--- src/rtl/alu_ctrl_seq.sv ---
// alu_ctrl_seq: registered ALU-control decode with an iterative multiplier sequencer
// Ports:
//   Clk, Rst      rising-edge clock, async active-high reset
//   Flush         abandon any in-flight op, no OutValid
//   InValid       decode request valid; InReady high only while IDLE
//   ALUOp         00 R-type, 01 I-type, 10 jump, 11 reserved
//   Funct, IOp    R-type funct / I-type or jump opcode
//   OpA, OpB      multiplicand / multiplier for MUL
//   OutValid      one-cycle result pulse
//   ALUControl    decoded code (zero-extended), held between pulses
//   Product       low DATA_W bits of OpA*OpB on MUL, 0 for other ops
//   Illegal       unlisted encoding
module alu_ctrl_seq #(
    parameter int DATA_W = 32,
    parameter int STEP_W = 8,
    parameter int CTRL_W = 6
) (
    input  logic              Clk,
    input  logic              Rst,
    input  logic              Flush,
    input  logic              InValid,
    output logic              InReady,
    input  logic [1:0]        ALUOp,
    input  logic [5:0]        Funct,
    input  logic [5:0]        IOp,
    input  logic [DATA_W-1:0] OpA,
    input  logic [DATA_W-1:0] OpB,
    output logic              OutValid,
    output logic [CTRL_W-1:0] ALUControl,
    output logic [DATA_W-1:0] Product,
    output logic              Illegal
);
    localparam int N  = DATA_W / STEP_W;
    localparam int CW = (N > 1) ? $clog2(N) : 1;
    localparam logic [0:0] IDLE  = 1'b0;
    localparam logic [0:0] MUL   = 1'b1;
    localparam logic [5:0] NOP   = 6'b111111;
    localparam logic [5:0] F_MUL = 6'b011000;

    logic [0:0]        state_q, state_d;
    logic [DATA_W-1:0] a_q, a_d, b_q, b_d, acc_q, acc_d, prod_q, prod_d;
    logic [CW-1:0]     cnt_q, cnt_d;
    logic [CTRL_W-1:0] ctrl_q, ctrl_d;
    logic              valid_q, valid_d, ill_q, ill_d;
    logic [5:0]        dec_ctrl;
    logic              dec_ill, is_mul, idle, accept, last;
    logic [DATA_W-1:0] step_a, step_b, acc_next;
    logic [CW-1:0]     step_cnt;

    always_comb begin
        dec_ctrl = NOP;
        dec_ill  = 1'b0;
        case (ALUOp)
            2'b00: case (Funct)
                6'b100000, 6'b100010, 6'b011000, 6'b100100, 6'b100101, 6'b100111,
                6'b100110, 6'b000000, 6'b000010, 6'b101010, 6'b001000: dec_ctrl = Funct;
                default: dec_ill = 1'b1;
            endcase
            2'b01: case (IOp)
                6'b101011, 6'b100011, 6'b001000, 6'b101000,
                6'b100000, 6'b101001, 6'b100001: dec_ctrl = 6'b100000;
                6'b001100: dec_ctrl = 6'b100100;
                6'b001101: dec_ctrl = 6'b100101;
                6'b001110: dec_ctrl = 6'b100110;
                6'b001010: dec_ctrl = 6'b101010;
                6'b000001, 6'b000100, 6'b000101, 6'b000111, 6'b000110: dec_ctrl = IOp;
                default: dec_ill = 1'b1;
            endcase
            2'b10: dec_ill = !(IOp == 6'b000010 || IOp == 6'b000011);
            default: dec_ill = 1'b1;
        endcase
    end

    assign is_mul  = (ALUOp == 2'b00) && (Funct == F_MUL);
    assign idle    = (state_q == IDLE);
    assign InReady = idle;
    assign accept  = idle && InValid && !Flush;

    // The accept cycle performs step 0 from the live operands, so the
    // MUL state only spends N-1 cycles and OutValid lands at t+N.
    assign step_a   = idle ? OpA : a_q;
    assign step_b   = idle ? OpB : b_q;
    assign step_cnt = idle ? '0 : cnt_q;
    assign acc_next = (idle ? '0 : acc_q)
                    + ((step_a * DATA_W'(step_b[STEP_W-1:0])) << (32'(step_cnt) * 32'(STEP_W)));
    assign last     = (step_cnt == CW'(N - 1));

    always_comb begin
        state_d = state_q;
        a_d     = a_q;
        b_d     = b_q;
        acc_d   = acc_q;
        cnt_d   = cnt_q;
        valid_d = 1'b0;
        ctrl_d  = ctrl_q;
        prod_d  = prod_q;
        ill_d   = ill_q;
        if (Flush) begin
            state_d = IDLE;
            acc_d   = '0;
            cnt_d   = '0;
        end else if (accept && !is_mul) begin
            valid_d = 1'b1;
            ctrl_d  = CTRL_W'(dec_ctrl);
            prod_d  = '0;
            ill_d   = dec_ill;
        end else if (accept || !idle) begin
            if (last) begin
                state_d = IDLE;
                valid_d = 1'b1;
                ctrl_d  = CTRL_W'(F_MUL);
                prod_d  = acc_next;
                ill_d   = 1'b0;
                acc_d   = '0;
                cnt_d   = '0;
            end else begin
                state_d = MUL;
                a_d     = step_a;
                b_d     = step_b >> STEP_W;
                acc_d   = acc_next;
                cnt_d   = step_cnt + CW'(1);
            end
        end
    end

    always_ff @(posedge Clk or posedge Rst) begin
        if (Rst) begin
            state_q <= IDLE;
            a_q     <= '0;
            b_q     <= '0;
            acc_q   <= '0;
            cnt_q   <= '0;
            valid_q <= 1'b0;
            ctrl_q  <= CTRL_W'(NOP);
            prod_q  <= '0;
            ill_q   <= 1'b0;
        end else begin
            state_q <= state_d;
            a_q     <= a_d;
            b_q     <= b_d;
            acc_q   <= acc_d;
            cnt_q   <= cnt_d;
            valid_q <= valid_d;
            ctrl_q  <= ctrl_d;
            prod_q  <= prod_d;
            ill_q   <= ill_d;
        end
    end

    assign OutValid   = valid_q;
    assign ALUControl = ctrl_q;
    assign Product    = prod_q;
    assign Illegal    = ill_q;
endmodule

--- config.mk ---
export PLATFORM = sky130hd
export DESIGN_NAME = alu_ctrl_seq
export DESIGN_NICKNAME = d
export VERILOG_FILES = /design/src/rtl/alu_ctrl_seq.sv
export SDC_FILE = /design/constraint.sdc
export NUM_CORES = 1
export LEC_CHECK = 0
export BUFFER_PORTS_ARGS = -buffer_cell sky130_fd_sc_hd__clkbuf_2
export CAP_MARGIN = 10
export CORE_ASPECT_RATIO = 2
export CORE_MARGIN = 8
export CORE_UTILIZATION = 25
export CTS_CLUSTER_SIZE = 40
export DETAILED_ROUTE_END_ITERATION = 8
export SYNTH_ARGS = -nofsm -noshare
export SYNTH_HDL_FRONTEND = slang
export SYNTH_SLANG_ARGS = --single-unit
--- constraint.sdc ---
create_clock -name Clk -period 8.8 [get_ports Clk]
set_input_delay 0.44 -clock Clk [delete_from_list [all_inputs] [get_ports Clk]]
set_output_delay 0.44 -clock Clk [all_outputs]
set_load 0.1 [all_outputs]
==> results of run 1 <==
-- kinds of logic after synthesis --
logic type,share of synthesized area
AOI/OAI and AO/OA,0.160
muxes,0.0569
buffers and inverters,0.0607
DFF,0.232
and+or+nand+nor,0.164
xor gates and xnor gates,0.0394
adders and majority gates,0.287
-- metal layers --
| layer | global-route usage | part of all wire | vias to the layer above |
|---|---|---|---|
| li1 | - | - | 5559 |
| met1 | 0.139 | 0.35 | 6041 |
| met2 | 0.272 | 0.57 | 322 |
| met3 | 0.0272 | 0.042 | 113 |
| met4 | 0.0722 | 0.044 | 0 |
| met5 | 0 | 0 | - |
-- sequential cells by signal, indices dropped and copies added, names as in the netlist --
register / flops
ALUControl: 6
state_q: 1
b_q: 24
a_q: 32
OutValid: 1
Illegal: 1
acc_q: 32
Product: 32
cnt_q: 2
-- path summary, 6_finish.rpt --
| check | end | slack (ps) | depth (start not counted) | from |
|---|---|---|---|---|
| max reg2reg | Product[29]$_DFFE_PP0P_ | 520 | 27 | state_q$_DFFE_PP0P_ |
| min | b_q[22]$_DFFE_PP0P_ | 20 | 2 | Rst |
| max | Product[29]$_DFFE_PP0P_ | 520 | 27 | state_q$_DFFE_PP0P_ |
| min reg2reg | ALUControl[1]$_DFFE_PP1P_ | 450 | 2 | ALUControl[1]$_DFFE_PP1P_ |
| min in group Clk | b_q[20]$_DFFE_PP0P_ | 150 | 3 | OpB[28] |
| max in group asynchronous | state_q$_DFFE_PP0P_ | 7400 | 3 | Rst |
-- stage by stage --
step,instance area [µm²],worst slack (ps)
after detailed placement,15800,594
after floorplan,14100,820
after global routing,16500,53.0
final,16500,518
after global placement,15800,620
after CTS,16500,566
-- area by class of cell --
class,instances,area share
multi-input cells,1240,0.608
flip-flops and latches,131,0.200
repair buffers,167,0.0583
well taps,750,0.0569
clock buffers,28,0.0405
inverters,153,0.0353
clock inverters,3,0.00114
-- cell usage in the layout, fill, tap and decap left out, types with 4 or more instances in the layout --
cell type	count
and3_1	13
clkbuf_2	122
inv_1	150
a211oi_1	12
o22ai_1	5
a21o_1	33
a31oi_1	9
dfstp_2	6
fa_1	157
dfrtp_1	124
a22o_1	59
mux2i_2	7
and2_1	34
mux2_2	16
nand2b_1	16
clkbuf_16	25
nand2_1	110
buf_4	44
nand4_1	8
a21oi_1	110
nor2_1	287
nor3_1	11
xnor2_1	42
nand3_1	15
or3_1	6
o21ai_0	42
o211ai_1	4
mux2i_1	52
ha_1	73
o21bai_1	6
xor2_1	19
or2_2	19
o21ai_1	12
o21a_1	12
-- critical path: cells and delay by family, from the launching register on --
kind                       cells  cell delay, ps
adders and majority gates      6            2720
and+or+nand+nor                4             890
DFF                            1             690
muxes                          1             680
buffers and inverters          3             340
xor gates and xnor gates       2             530
AOI/OAI and AO/OA             11            2220
==> run summary, run 1 <==
max cap viols -> 0
layout cells sized above 1 -> 0.150
CP Launch Type -> register
ys async rst share -> 1.00
CTS root buf -> clkbuf_16
Syn Std Cell Area -> 14100 µm²
top-count cell post-synth -> nor2_1
FF/Latch Area -> 3290 µm²
die area -> 64900 µm²
Pins Over Slew Limit -> 0
setup TNS -> 0 ps
clock slew at reported path FFs -> 70 ps
Rows -> 123
Critical Path RT -> 9190 ps
initial antenna violation count -> 0
Yosys top cell by area -> fa_1
clk buf depth -> 3
fin crit share -> 0.941
setup bufs post-CTS -> 0
vias -> 12000
Fillers -> 5845
Max Freq -> 121 MHz
clk_lat worst skew -> 520 ps
Initial Utilization -> 0.252
remaining antenna violation count -> 0
buffers added on ports -> 122
final net count -> 2030
Die H -> 352 µm
Mapped Nets -> 1907
critical path's slowest cell -> dfrtp_4
core area -> 56200 µm²
TritonCTS clock tree -> built
post-DR vias/cell -> 4.87
WHS -> 18.4 ps
iteration count of the initial detailed-routing pass -> 5
WL final -> 45100 µm
post-layout util -> 0.293
fin crit period -> 8280 ps
H-tree level count -> 4
yosys warns -> 0
vias in the first global route -> 12900
global-route wire length before repair -> 71700 µm
Worst-Margin Slew -> 1150 ps
largest net degree at the start of global routing -> 77
total number of clock tree sinks -> 131
Synth area leaders -> fa_1 (22%), dfrtp_1 (22%), nor2_1 (7.6%)
aggregate global-route resource usage -> 0.141
Critical Path AT -> 8670 ps
Post-Syn Instances -> 1595
final hold vios -> 0
Cells after DPL -> 2441
PostCTS Resize Cnt -> 0
status -> finished, final reports clean
main flop type after synthesis -> dfrtp_1
Die X -> 184 µm
gpl congestion -> 0.912
Slew HR -> 0.231
Final setup viols -> 0
Max FO, Critical Path -> 20
RSZ-0062 raised after global routing -> false
HP Class -> input port to asynchronous set/reset pin
syn avg cell area -> 8.87 µm²
Area growth, synth to finish -> 16.5%
io pins -> 123
DP HPWL -> 36500 µm
EDFF count, synth -> 0
Setup crit end kind -> register
antenna cells -> 0
Multi-input gate area -> 10000 µm²
hold_buf cts -> 0
drc violations -> 0
sequential-to-total area share from yosys stat -> 0.232
skew final -> 22.8 ps
max incr delay on CP -> 690 ps
WL per Instance -> 18.2 µm
Synth Register Bits -> 131
GRT overflow -> 0
Post-synth top cells -> nor2_1 (287), fa_1 (157), inv_1 (152)
Num CTS Buffers -> 25
Distinct cells, synth -> 73
Initial DRC Count -> 532
Setup CP Type -> register to register
top-area cell type share of the netlist area -> 0.222
Final Non-Filler Cells -> 2472
Power of run 1 is left out: the tool's default activity adds up to more than one toggle a clock period on the data nets, which glitch-free logic cannot reach.
==> inputs of run 2 (changes only) <==
Settings changed: ABC_AREA set to 1.
==> run summary, run 2 <==
status -> finished, final reports clean
Critical Path AT -> 8500 ps (-170 ps)
final net count -> 2365 (+17%)
initial antenna violation count -> 2 (+2)
Die H -> 357 µm (+1.3%)
gpl congestion -> 0.893 (-2.1%)
HP Class -> input port to asynchronous set/reset pin
top-count cell post-synth -> nand2_1
vias in the first global route -> 13600 (+5.3%)
CTS root buf -> clkbuf_16
final hold vios -> 0 (unchanged)
Yosys top cell by area -> fa_1
vias -> 13000 (+7.9%)
yosys warns -> 0 (unchanged)
post-DR vias/cell -> 4.59 (-5.7%)
main flop type after synthesis -> dfrtp_1
Num CTS Buffers -> 17 (-32%)
io pins -> 123 (unchanged)
Post-synth top cells -> nand2_1 (472), inv_1 (290), nor2_1 (273)
Pins Over Slew Limit -> 0 (unchanged)
critical path's slowest cell -> mux2i_1
Final setup viols -> 0 (unchanged)
total number of clock tree sinks -> 131 (unchanged)
WL per Instance -> 15.4 µm (-16%)
Setup CP Type -> register to register
clk_lat worst skew -> 450 ps (-70 ps)
Max Freq -> 122 MHz (+1.4%)
Top cell by count, worst path -> nand2_1
Worst R2R Setup Slack -> 630 ps (+110 ps)
die area -> 66600 µm² (+2.6%)
Critical Path RT -> 9130 ps (-60 ps)
Area growth, synth to finish -> 13.8%
Slew HR -> 0.341 (+0.110)
layout cells sized above 1 -> 0.115 (-0.0357)
core area -> 57700 µm² (+2.7%)
syn avg cell area -> 7.44 µm² (-16%)
Worst R2R End -> acc_q[30]$_DFFE_PP0P_
Rows -> 125 (+1.6%)
max incr delay on CP -> 850 ps (+160 ps)
Post-Syn Instances -> 1953 (+22%)
Setup crit end kind -> register
RSZ-0062 raised after global routing -> false
setup TNS -> 0 ps (unchanged)
top-area cell type share of the netlist area -> 0.216 (-0.00591)
most frequent cells in the layout -> nand2_1 (472), inv_1 (289), nor2_1 (273)
worst r2r src -> state_q$_DFFE_PP0P_
PostCTS Resize Cnt -> 0 (unchanged)
Mapped Nets -> 2265 (+19%)
ys async rst share -> 1.00 (unchanged)
global-route wire length before repair -> 72100 µm (+0.54%)
hold_buf cts -> 0 (unchanged)
buffers added on ports -> 122 (unchanged)
H-tree level count -> 4 (unchanged)
WL final -> 43400 µm (-3.7%)
skew final -> 18.2 ps (-4.54 ps)
Initial DRC Count -> 770 (+45%)
Worst-Margin Slew -> 961 ps (-189 ps)
DP HPWL -> 33900 µm (-7.1%)
Distinct cells, synth -> 56 (-23%)
iteration count of the initial detailed-routing pass -> 5 (unchanged)
EDFF count, synth -> 0 (unchanged)
Max FO, Critical Path -> 31 (+55%)
fin crit share -> 0.928 (-0.0128)
Fillers -> 6331 (+8.3%)
remaining antenna violation count -> 0 (unchanged)
fin crit period -> 8170 ps (-112 ps)
largest net degree at the start of global routing -> 69 (-10%)
Synth area leaders -> fa_1 (22%), dfrtp_1 (22%), nand2_1 (12%)
commonest non-fill, non-tap cell in the layout -> nand2_1
CP Launch Type -> register
sequential-to-total area share from yosys stat -> 0.226 (-0.00618)
Synth Register Bits -> 131 (unchanged)
GRT overflow -> 0 (unchanged)
Final Non-Filler Cells -> 2828 (+14%)
Cells after DPL -> 2796 (+15%)
clock slew at reported path FFs -> 60 ps (about the same)
Syn Std Cell Area -> 14500 µm² (+2.7%)
worst reg2reg path depth -> 32 (+19%)
Initial Utilization -> 0.252 (about the same)
drc violations -> 0 (unchanged)
aggregate global-route resource usage -> 0.133 (-0.00823)
max cap viols -> 0 (unchanged)
Die X -> 186 µm (+1.2%)
antenna cells -> 0 (unchanged)
TritonCTS clock tree -> built
clk buf depth -> 2 (-1)
setup bufs post-CTS -> 0 (unchanged)
## run 2: final cells by class
| type | count | area (µm²) | area share |
|---|---|---|---|
| Clock buffer | 20 | 437 | 0.0264 |
| Timing Repair Buffer | 148 | 806 | 0.0487 |
| Clock inverter | 12 | 103 | 0.00620 |
| Multi-Input combinational cell | 1456 | 9820 | 0.594 |
| Inverter | 299 | 1130 | 0.0683 |
| Tap cell | 762 | 953 | 0.0577 |
| Sequential cell | 131 | 3290 | 0.199 |
## run 2: metal layers
layer  GRT usage  up-vias  part of all wire
met5           0        -                 0
met4      0.0438        0             0.021
met3      0.0323       54             0.076
met2       0.215      380              0.46
met1       0.173     6270              0.45
li1            -     6282                 -
## run 2: stage by stage
step / instance area (µm²) / utilization / worst slack [ps] / hold slack [ps]
6_report: 16500 / 0.287 / 630 / 69.5
3_5_place_dp: 16000 / 0.277 / 640 / 462
3_3_place_gp: 16000 / 0.277 / 608 / 462
5_1_grt: 16500 / 0.287 / 72.3 / 111
2_1_floorplan: 14500 / - / 2090 / 442
4_1_cts: 16500 / 0.286 / 606 / 97.6
## run 2: how the worst max path moves through the flow
| stage | from | to | slack [ps] |
|---|---|---|---|
| final | state_q$_DFFE_PP0P_ | acc_q[30]$_DFFE_PP0P_ | 630 |
| after global routing | state_q$_DFFE_PP0P_ | Product[30]$_DFFE_PP0P_ | 70 |
| after CTS | state_q$_DFFE_PP0P_ | Product[30]$_DFFE_PP0P_ | 610 |
| after detailed placement | state_q$_DFFE_PP0P_ | acc_q[30]$_DFFE_PP0P_ | 640 |
| after global placement | state_q$_DFFE_PP0P_ | Product[30]$_DFFE_PP0P_ | 610 |
| after floorplan | state_q$_DFFE_PP0P_ | Product[31]$_DFFE_PP0P_ | 2090 |
## run 2: worst max-delay path, delay by kind of cell (launching register included)
| kind | cells | cell delay (ps) |
|---|---|---|
| compound gates | 7 | 1140 |
| fa+ha+maj | 6 | 2780 |
| buf+inv | 3 | 540 |
| flops | 1 | 660 |
| xor+xnor | 1 | 270 |
| mux | 1 | 850 |
| simple gates | 14 | 1780 |
## run 2: cell families after synthesis
group	after synthesis	synth area share
XOR/XNOR	41	0.0247
AO/OA/AOI/OAI	296	0.117
adder cells (fa/ha/maj)	230	0.279
multiplexers	14	0.00964
flip-flops	131	0.226
buffers and inverters	366	0.0992
AND/OR/NAND/NOR	875	0.244
Power of run 2 is left out for the same reason.
